$ cat src/rtl/fxp_alu_pipe.sv
// Two-stage signed fixed-point ALU (add/sub/mul/mac) with valid/ready on both sides.
// Define FXP_ALU_SAT_EN to clamp out-of-range results; otherwise they wrap.
module fxp_alu_pipe #(
  parameter int ACC_BITS  = 8,
  parameter int FRAC_BITS = 6
) (
  input  logic                       clk,
  input  logic                       rst,
  input  logic                       in_valid,
  output logic                       in_ready,
  input  logic [1:0]                 op,
  input  logic                       acc_clr,
  input  logic signed [ACC_BITS-1:0] in1,
  input  logic signed [ACC_BITS-1:0] in2,
  output logic                       out_valid,
  input  logic                       out_ready,
  output logic signed [ACC_BITS-1:0] out_data,
  output logic                       out_ovf
);

  localparam int W  = ACC_BITS;
  localparam int FW = 2 * W + 1;
  localparam logic signed [FW-1:0] MAX_V = $signed({{(FW-W+1){1'b0}}, {(W-1){1'b1}}});
  localparam logic signed [FW-1:0] MIN_V = $signed({{(FW-W+1){1'b1}}, {(W-1){1'b0}}});

  typedef enum logic [1:0] {OP_ADD = 2'b00, OP_SUB = 2'b01, OP_MUL = 2'b10, OP_MAC = 2'b11} op_e;

  // Handshakes: a transfer happens on a rising edge where valid && ready are both high;
  // valid never waits on ready, and a held result stays stable until it is taken.
  logic                s1_valid;
  op_e                 s1_op;
  logic                s1_clr;
  logic signed [W-1:0] s1_in1;
  logic signed [W-1:0] s1_in2;
  logic signed [W-1:0] acc;
  logic                s2_load;

  logic signed [FW-1:0] a_ext, b_ext, acc_ext, prod, prod_sh, full;
  logic signed [W-1:0]  res;
  logic                 ovf;

  assign s2_load  = !out_valid || out_ready;
  assign in_ready = !rst && (!s1_valid || s2_load);

  always_comb begin
    a_ext   = {{(FW-W){s1_in1[W-1]}}, s1_in1};
    b_ext   = {{(FW-W){s1_in2[W-1]}}, s1_in2};
    acc_ext = s1_clr ? '0 : {{(FW-W){acc[W-1]}}, acc};
    prod    = a_ext * b_ext;
    // Arithmetic shift floors the product, i.e. truncates toward negative infinity.
    prod_sh = prod >>> FRAC_BITS;
    full    = '0;
    case (s1_op)
      OP_ADD:  full = a_ext + b_ext;
      OP_SUB:  full = a_ext - b_ext;
      OP_MUL:  full = prod_sh;
      OP_MAC:  full = acc_ext + prod_sh;
      default: full = '0;
    endcase
    ovf = (full > MAX_V) || (full < MIN_V);
`ifdef FXP_ALU_SAT_EN
    if (full > MAX_V)      res = MAX_V[W-1:0];
    else if (full < MIN_V) res = MIN_V[W-1:0];
    else                   res = full[W-1:0];
`else
    res = full[W-1:0];
`endif
  end

  always_ff @(posedge clk) begin
    if (rst) begin
      s1_valid  <= 1'b0;
      s1_op     <= OP_ADD;
      s1_clr    <= 1'b0;
      s1_in1    <= '0;
      s1_in2    <= '0;
      out_valid <= 1'b0;
      out_data  <= '0;
      out_ovf   <= 1'b0;
      acc       <= '0;
    end else begin
      if (in_ready) begin
        s1_valid <= in_valid;
        s1_op    <= op_e'(op);
        s1_clr   <= acc_clr;
        s1_in1   <= in1;
        s1_in2   <= in2;
      end
      if (s2_load) begin
        out_valid <= s1_valid;
        if (s1_valid) begin
          out_data <= res;
          out_ovf  <= ovf;
          // acc moves with S2 loads, so a mac sitting in S1 always sees the previous mac.
          if (s1_op == OP_MAC) acc <= res;
          else if (s1_clr)     acc <= '0;
        end
      end
    end
  end

endmodule

$ cat config.mk
export PLATFORM = sky130hd
export DESIGN_NAME = fxp_alu_pipe
export DESIGN_NICKNAME = d
export VERILOG_FILES = /design/src/rtl/fxp_alu_pipe.sv
export SDC_FILE = /design/constraint.sdc
export NUM_CORES = 1
export LEC_CHECK = 0
export CELL_PAD_IN_SITES_DETAIL_PLACEMENT = 0
export CELL_PAD_IN_SITES_GLOBAL_PLACEMENT = 1
export CORE_MARGIN = 2
export CORE_UTILIZATION = 54
export DETAILED_ROUTE_END_ITERATION = 8
export DONT_BUFFER_PORTS = 1
export PLACE_DENSITY_LB_ADDON = 0.1
export REMOVE_ABC_BUFFERS = 1
export SLEW_MARGIN = 20
export SYNTH_ARGS = -nofsm -noshare
export SYNTH_HDL_FRONTEND = slang
export SYNTH_SLANG_ARGS = --single-unit
export TNS_END_PERCENT = 10
$ cat constraint.sdc
create_clock -name clk -period 13.9 [get_ports clk]
set_input_delay 2.78 -clock clk [delete_from_list [all_inputs] [get_ports clk]]
set_output_delay 2.78 -clock clk [all_outputs]
set_load 0.01 [all_outputs]
==> parameters.txt <==
Parameter                              Value

Run status
  Outcome ... complete, no violations

Power and ir drop
  Peak supply drop ... 0.00006731 V
  Relative contribution of sequential cells to total power ... 0.311
  Share of total power consumed by net switching ... 0.4249
  PD cells ... 77.44 nW/µm²
  Proportion of power drawn by the clock network ... 0.203
  P_int ... 235.5 µW
  Net Sw Power ... 174.0 µW
  Total leakage power ... 2.473 nW
  PnR Total Power ... 409.4 µW
  Proportion of power drawn by combinational gates ... 0.486

Global routing
  GRT Overall Usage ... 0.2621
  Total grt overflow ... 0
  Pin count of the biggest net entering global routing ... 42
  Number of global-route vias before repair ... 4,224
  First-pass GRT wire length ... 21.02 mm
  Number of antenna violations at the first check in global routing ... 0

Timing
  Worst slew margin ... 0.4064
  Final period demand of the worst path ... 6.727 ns
  Count of final hold-check violations ... 0
  Timing-limited maximum frequency ... 148.6 MHz
  Portion of the clock cycle consumed by the worst path in the final layout ... 0.4840
  Post-route setup slack ... 7.173 ns
  RSZ-0062 raised after global routing ... no
  Setup skew after layout ... 0.009898 ns
  Finish-stage setup viols ... 0
  Total count of max-transition violations in the final report ... 0
  Transition at the pin with the smallest max-transition slack ... 0.8903 ns
  Post-route setup TNS ... 0 ns

Final layout
  Filler cell count ... 906
  Area occupied by registers ... 760.7 µm²
  Post-route core utilization ... 0.5722
  Commonest non-fill, non-tap cell in the layout ... sky130_fd_sc_hd__inv_1
  Final standard cell count with taps included and fillers excluded ... 754
  Commonest cells after routing, fill and taps aside ... 108 x sky130_fd_sc_hd__inv_1, 86 x sky130_fd_sc_hd__nand2_1, 56 x sky130_fd_sc_hd__fa_1
  Ant. Diodes ... 0
  Ratio of cells with drive above 1 in the final layout ... 0.03200
  Multi-input gate area ... 3849 µm²
  Layout-stage area growth over the synthesis result ... 3.023%
  Final net count ... 757

Placement
  Gp weighted congestion ... 0.9020
  Instance count after placement with tap cells included ... 746
  Number of buffer cells added on primary ports ... 0
  DP HPWL ... 9.838 mm
  Post-Place Worst Slack ... 7.147 ns

Clock network
  Setup fix buffers added after clock tree synthesis ... 0
  Total of hold buffers inserted after clock tree synthesis ... 0
  Worst-case clock buffer depth ... 2
  Skew-Pair Late Insertion Delay ... 0.30 ns
  Clock tree from TritonCTS ... done
  CTS clock-pin slew for the worst setup and hold paths ... 0.08 ns
  TritonCTS buffer count ... 5
  Post-cts sizing count ... 0
  Clock tree sinks ... 38
  Root buffer selected by CTS ... sky130_fd_sc_hd__clkbuf_8
  Deepest level of the CTS H-tree ... 2

Yosys
  Adder-cell share of the synthesized area ... 0.3501
  Fraction of the yosys area taken by sequential cells ... 0.1482
  Post-synthesis async set-or-reset flop share ... 0
  Multiplexer area fraction after synthesis ... 0.01024
  Area of the mapped netlist ... 5132 µm²
  Warnings, synthesis ... 0
  Area share of xor/xnor cells in the synthesized design ... 0.04437
  Number of standard cells after synthesis ... 632
  Post-synthesis average cell area ... 8.121 µm²
  Main combinational cell family by area after synthesis ... adder cells
  Number of enable flip-flop cells after synthesis ... 0
  Seq cells post-synth ... 38
  Synthesized-area fraction occupied by ao, oa, aoi and oai cells ... 0.1460
  Most used DFF post-synth ... sky130_fd_sc_hd__dfxtp_1
  Number of different library cells in the post-synthesis netlist ... 59
  Basic-gate share of the synthesized area counting and, or, nand and nor cells ... 0.1992

Critical path
  CP Class ... input port to output pin
  Endpoint class of the critical path ... output pin
  Critical path launch point type ... input port
  Signal arrival time at the worst endpoint ... 3.95 ns
  Biggest fanout along the worst timing path ... 21
  Req. time, crit path ... 11.12 ns

Route
  Post-Route WL ... 12.21 mm
  1st-pass router iterations ... 4
  Routed length per placed instance ... 16.19 µm
  First-iteration detailed-routing DRC count ... 232
  Routed via count ... 4,165
  Number of remaining DRC errors ... 0
  Antenna viol nets, final ... 0
  Mean number of vias per cell ... 5.524

Floorplan
  Die W ... 101.5 µm
  I/O pins ... 34
  Die ar. ... 10,300 µm²
  Total core area ... 9240 µm²
  Initial core utilization ... 0.5555
  Num rows ... 35
  Y dimension of the die ... 101.5 µm

Min path
  Path class of the lowest-slack min-delay path ... flop to flop

Flow run
  Maximum capacitance violations ... 0
==> cell usage after synthesis, drive strengths merged, types with 2 or more instances <==
cell type    n  area share
a211o        2      0.0034
a211oi       6      0.0098
a21o         5      0.0073
a21oi       47       0.047
a22oi        6      0.0088
a311o        3      0.0059
a31oi        6      0.0073
and2        28       0.034
and3         2      0.0024
and4         2      0.0034
and4b        2      0.0041
buf          3      0.0059
clkbuf      13       0.015
dfxtp       38        0.15
fa          56        0.22
ha          54        0.13
inv        109       0.081
mux2i        3      0.0059
nand2       86       0.063
nand2b       6      0.0073
nand3        7      0.0078
nand4        3      0.0037
nor2        49       0.036
nor2b       14       0.017
nor3         7      0.0068
nor4         2      0.0024
o2111ai      3      0.0051
o211ai       5      0.0083
o21a         4      0.0059
o21ai       10      0.0097
o21bai       4      0.0059
o311ai       3      0.0051
o31a         3      0.0054
o32ai        2      0.0034
or3          2      0.0024
xnor2       20       0.034
xor2         6       0.010
==> cells by family after synthesis <==
logic type | after synthesis
AO/OA/AOI/OAI | 114
XOR/XNOR | 26
adder cells (fa/ha/maj) | 110
buffers and inverters | 125
flip-flops | 38
multiplexers | 4
AND/OR/NAND/NOR | 215
==> power by group through the flow <==
stage,logic (mW),registers (mW),clock network (mW)
4_1_cts,0.201,0.127,0.0852
5_1_grt,0.228,0.129,0.0897
3_5_place_dp,0.200,0.130,0
2_1_floorplan,0.155,0.126,0
6_report,0.199,0.127,0.0831
3_3_place_gp,0.195,0.130,0
==> sequential cells by signal, summed over array words and instances, names as in the netlist, 2 cells and up <==
signal,cells
s1_in2,8
s1_op,2
acc,8
out_data,8
s1_in1,8
==> layout make-up <==
type,count,area share
clock buffers,6,0.01562
clock inverters,2,0.002366
inverters,109,0.07832
multi-input cells,469,0.7279
flip-flops and latches,38,0.1439
well taps,129,0.03053
repair buffers,1,0.001420
==> per-stage QoR <==
stage,cell area [µm²],hold slack (ns)
floorplan,5024,0.4212
global placement,5192,0.4311
detailed placement,5192,0.4343
CTS,5288,0.4454
global route,5288,0.4817
finish,5288,0.4479
==> critical path: stages <==
cell                      delay, ns
sky130_fd_sc_hd__nor2b_1       0.22
sky130_fd_sc_hd__and2_1        0.76
sky130_fd_sc_hd__nor2_1        0.18
==> final timing paths <==
check,startpoint,endpoint,slack (ns),cells after the start
worst max-delay path,out_ready,in_ready,7.17,3
worst min-delay path,acc[2],acc[2],0.45,2
worst max register to register,s1_in1[1],out_ovf,7.22,23
worst min register to register,acc[2],acc[2],0.45,2
==> per-layer routing <==
layer | track usage | routed length [µm] | vias to the layer above
met5 | 0 | 0 | -
met2 | 0.4310 | 5736 | 106
met3 | 0.04003 | 580 | 12
met4 | 0.04470 | 165 | 0
li1 | - | - | 2029
met1 | 0.3726 | 5722 | 2018
Power figures use the tool's default switching activity.
